==> config.mk <==
export PLATFORM = sky130hd
export DESIGN_NAME = demux4_router
export DESIGN_NICKNAME = d
export VERILOG_FILES = /design/src/rtl/demux4_router.sv
export SDC_FILE = /design/constraint.sdc
export NUM_CORES = 1
export LEC_CHECK = 0
export CORE_AREA = 3 3 60 62
export CTS_BUF_LIST = sky130_fd_sc_hd__clkbuf_8
export DETAILED_ROUTE_END_ITERATION = 16
export DIE_AREA = 0 0 63 65
export MAX_ROUTING_LAYER = met4
export SLEW_MARGIN = 20
export SYNTH_ARGS = -nofsm -noshare
export SYNTH_HDL_FRONTEND = slang
export SYNTH_SLANG_ARGS = --single-unit
==> constraint.sdc <==
create_clock -name clk -period 3.5 [get_ports clk]
set_input_delay 0.35 -clock clk [delete_from_list [all_inputs] [get_ports clk]]
set_output_delay 0.35 -clock clk [all_outputs]
set_load 0.01 [all_outputs]
==> src/rtl/demux4_router.sv <==
// 1:4 data router with latched lane select and a sequenced lane flush.
// Optional per-lane saturating hit counters are enabled with DEMUX4_HIT_COUNT_EN.
module demux4_router #(
  parameter int WIDTH = 1,
  parameter int CNT_W = 8
) (
  input  logic               clk,
  input  logic               reset,
  input  logic [1:0]         sel_in,
  input  logic               sel_load,
  input  logic               in_valid,
  input  logic [WIDTH-1:0]   in_data,
  output logic               in_ready,
  input  logic               clr,
  output logic [4*WIDTH-1:0] lane_data,
  output logic [3:0]         lane_strobe,
  output logic [1:0]         sel_q,
  output logic [3:0]         disp,
  output logic               busy
`ifdef DEMUX4_HIT_COUNT_EN
  ,
  output logic [4*CNT_W-1:0] hit_cnt
`endif
);

  typedef enum logic [1:0] {
    IDLE   = 2'd0,
    ACTIVE = 2'd1,
    FLUSH  = 2'd2
  } state_t;

  state_t     state;
  state_t     state_nxt;
  logic [1:0] flush_cnt;
  logic       flush_ret;
  logic       wr_en;

  assign in_ready = (state == ACTIVE) && !clr;
  assign wr_en    = in_valid && in_ready;
  assign busy     = (state == FLUSH);
  assign disp     = (state == ACTIVE) ? {2'b00, sel_q} : 4'b1111;

  // NOTE: sequential state uses non-blocking assignments so every register
  // samples the pre-edge values of its neighbours.
  always_ff @(posedge clk) begin
    if (reset) state <= IDLE;
    else       state <= state_nxt;
  end

  // NOTE: state_nxt is defaulted before the case so no path leaves it
  // unassigned, which would otherwise infer a latch.
  always_comb begin
    state_nxt = state;
    unique case (state)
      IDLE: begin
        if (clr)           state_nxt = FLUSH;
        else if (sel_load) state_nxt = ACTIVE;
      end
      ACTIVE: begin
        if (clr) state_nxt = FLUSH;
      end
      FLUSH: begin
        if (flush_cnt == 2'd3) state_nxt = flush_ret ? ACTIVE : IDLE;
      end
      default: state_nxt = IDLE;
    endcase
  end

  // NOTE: the lane registers are reset explicitly because their contents are
  // visible on lane_data straight after reset.
  always_ff @(posedge clk) begin
    if (reset) begin
      sel_q       <= 2'd0;
      lane_data   <= '0;
      lane_strobe <= 4'b0000;
      flush_cnt   <= 2'd0;
      flush_ret   <= 1'b0;
    end else begin
      lane_strobe <= 4'b0000;
      unique case (state)
        IDLE: begin
          if (clr)           flush_ret <= 1'b0;
          else if (sel_load) sel_q     <= sel_in;
        end
        ACTIVE: begin
          if (clr) begin
            flush_ret <= 1'b1;
          end else begin
            // A write in the same cycle as sel_load still targets the old lane.
            if (wr_en) begin
              lane_data[sel_q*WIDTH +: WIDTH] <= in_data;
              lane_strobe                     <= 4'b0001 << sel_q;
            end
            if (sel_load) sel_q <= sel_in;
          end
        end
        FLUSH: begin
          lane_data[flush_cnt*WIDTH +: WIDTH] <= '0;
          flush_cnt                           <= flush_cnt + 2'd1;
        end
        default: ;
      endcase
    end
  end

`ifdef DEMUX4_HIT_COUNT_EN
  logic [CNT_W-1:0] hits [4];

  always_ff @(posedge clk) begin
    if (reset) begin
      for (int i = 0; i < 4; i++) hits[i] <= '0;
    end else if (state == FLUSH) begin
      hits[flush_cnt] <= '0;
    end else if (wr_en && (hits[sel_q] != {CNT_W{1'b1}})) begin
      hits[sel_q] <= hits[sel_q] + CNT_W'(1);
    end
  end

  for (genvar n = 0; n < 4; n++) begin : g_hit
    assign hit_cnt[n*CNT_W +: CNT_W] = hits[n];
  end
`endif

endmodule

==> results.toml <==
[critical_path]
crit_family = "buffers and inverters"
end_kind = "output port"
cp-start-kind = "register"
slowest_delay_ns = 0.53
cp.depth = 3
crit_required_ns = 3.15
critical_path.max_fanout = 10
critical_path.startpoint = "sel_q[0]"
cp_cell_sequence = "inv_1 -> nand2b_1 -> clkdlybuf4s50_1"
cp-endpoint = "disp[0]"
reg2reg_depth = 5
crit_type = "register to output port"
timing.rr.end = "lane_data[1]"
crit_arrival_ns = 1.63
cp_num_buf_inv = 2
slowest_stage = "clkdlybuf4s50_1"
reg2reg_slack_ns = 1.71
r2r-start = "sel_q[0]"

[power_and_ir_drop]
powerDensity_nw_per_um2 = 342
static-leakage-power_nw = 0.399
irDropWorstVdd_v = 0.000106

[routing]
drt_first_pass_iters = 4
vias_per_cell = 4.57
post-route-drc-count = 0
drt-wirelength-per-cell_um = 11.8
drt_iter0_markers = 47
ant_nets = 0
wirelength_um = 1800
vias = 694

[run_status]
status = "complete, no violations"

[synth]
ys_types = 26
synth_edf_count = 0
netlist_instances = 84
ys_warn_count = 0
synth_seq_cells = 15
yosysMostFrequentCell = "dfxtp_1"
yosys.area.top_type = "dfxtp_1"
synthFlopType = "dfxtp_1"
seq_area_frac_synth_pct = 36.6
syn_avg_cell_area_sq_um = 9.76
synth_nets = 102
synth_top_area_share_pct = 36.6
ys_async_sr_fraction_pct = 0
synthTopCellsByArea = "dfxtp_1, ha_1, mux2i_1, nor4b_1, nand2b_1"
synth_common_cells = "dfxtp_1, ha_1, inv_1"
synthesis.area_sq_um = 820

[cts]
cts_root_buffer = "clkbuf_8"
cts_tree = "yes"
clk_pin_slew_worst_paths_ns = 0.07
numCtsBuffers = 3
cts_setup_buffers = 0
cts_max_level = 1
insertion_delay_ns = 0.26
cts_hold_buf = 0
clk_path_buf_depth = 2
post_cts_resized = 0
clock_sinks = 15

[placement]
placed_cell_area_sq_um = 1090
globalplace.congestion = 0.759
io_buffers = 23
hpwl_um = 1310

[global_routing]
grt_pass1_wl_um = 3230
antenna_found_initial = 0
grtUsageTotal_pct = 10.4
grt_max_degree = 17
first_global_vias = 694
overflow = 0

[layout]
layout-drive-gt1-share_pct = 6.48
syn2layout_area_growth_pct = 38.2
insertedDiodeCount = 0
fin_nets = 127
final_area_sq_um = 1130
n_fill_cell = 319
post-route-util_pct = 36.8

[floorplan]
start_util_pct = 26.6
die_area_sq_um = 4100
core_region_area_sq_um = 3080
die_w_um = 63
io_pins = 24
dieHeight_um = 65
rows = 20

[timing]
worst_slew_pin_slew_ns = 0.550
fin_crit_ns = 1.98
max_slew_margin_pct = 63.2
skew_ns = 0.00669
fin_setup_tns_ns = 0
slew_violations = 0
fmax_ghz = 0.504
fin_crit_sh_pct = 56.6
hold_violations = 0
final-setup-viol-count = 0
rsz0062_at_grt = "false"

[min_path]
hp-class = "register to register"

[run]
maxCapViolCount = 0
[registers in the layout (all words and copies together), names as in the netlist]
name,cells
flush_cnt,2
flush_ret,1
sel_q,2
state,2
lane_strobe,4
lane_data,4
[metrics by stage]
step	power [mW]	hold WS (ns)	std cells	setup slack, ns
2_1_floorplan	0.221	0.422	84	1.88
3_3_place_gp	0.246	0.455	148	1.62
3_5_place_dp	0.247	0.462	148	1.57
4_1_cts	0.394	0.471	152	1.49
5_1_grt	0.408	0.485	152	1.41
6_report	0.387	0.466	152	1.52
[metal layers]
layer	track usage, %	vias to the layer above	part of all wire, %	wire length [um]
met5	-	-	0	0
met4	6.61	0	2.8	51
met3	2.60	5	5.9	106
met2	15.9	23	44	796
met1	12.2	321	47	846
li1	-	345	-	-
[power breakdown]
part	internal (mW)	leakage, nW	switching (mW)
logic	0.0306	0.252	0.0264
registers	0.176	0.122	0.00922
clock network	0.0791	0.0255	0.0657
total	0.286	0.399	0.101
[cell usage in the layout (no fill, tap or decap), drive strengths merged]
master / count
clkdlybuf4s50: 23
nand3b: 1
a21oi: 5
nand2b: 6
nand3: 3
clkbuf: 3
dfxtp: 15
or2b: 1
a221o: 2
o2bb2ai: 2
ha: 10
nor2b: 1
nor4bb: 2
inv: 7
nand4: 2
xnor2: 1
nor4b: 4
o21ai: 2
nor3b: 2
mux2i: 4
and4bb: 1
nand2: 3
nor2: 5
nand4b: 2
clkinv: 1
[worst min-delay path by stage]
stage | to | from | cells after the start | slack [ns]
floorplan | state[1] | reset | 1 | 0.42
global placement | flush_ret | flush_ret | 2 | 0.45
detailed placement | flush_ret | flush_ret | 2 | 0.46
CTS | flush_ret | flush_ret | 2 | 0.47
global route | flush_ret | flush_ret | 2 | 0.49
finish | flush_ret | flush_ret | 2 | 0.47
[worst reg2reg max path, cell delays in order, from the launching register on]
cell and delay, ns:
dfxtp_1 0.52, inv_1 0.22, ha_1 0.36, nor4bb_1 0.35, nand4_1 0.13, mux2i_1 0.14
[cell families (layout without fill, tap and decap cells)]
family	after synthesis	count (layout)	share of synthesized area, %
compound gates	11	11	8.86
buf+inv	10	34	5.49
fa+ha+maj	10	10	15.3
flops	15	15	36.6
mux	4	4	4.89
xor+xnor	1	1	1.07
simple gates	33	33	27.8
[cell type report]
class / instances / area, sq um / share of cell area [%]
Tap cell: 44 / 55.1 / 4.86
Sequential cell: 15 / 300 / 26.5
Clock buffer: 3 / 41.3 / 3.65
Timing Repair Buffer: 23 / 230 / 20.3
Clock inverter: 1 / 5.00 / 0.442
Inverter: 7 / 26.3 / 2.32
Multi-Input combinational cell: 59 / 474 / 41.9
Note: power is estimated with default switching activity, not from simulation.
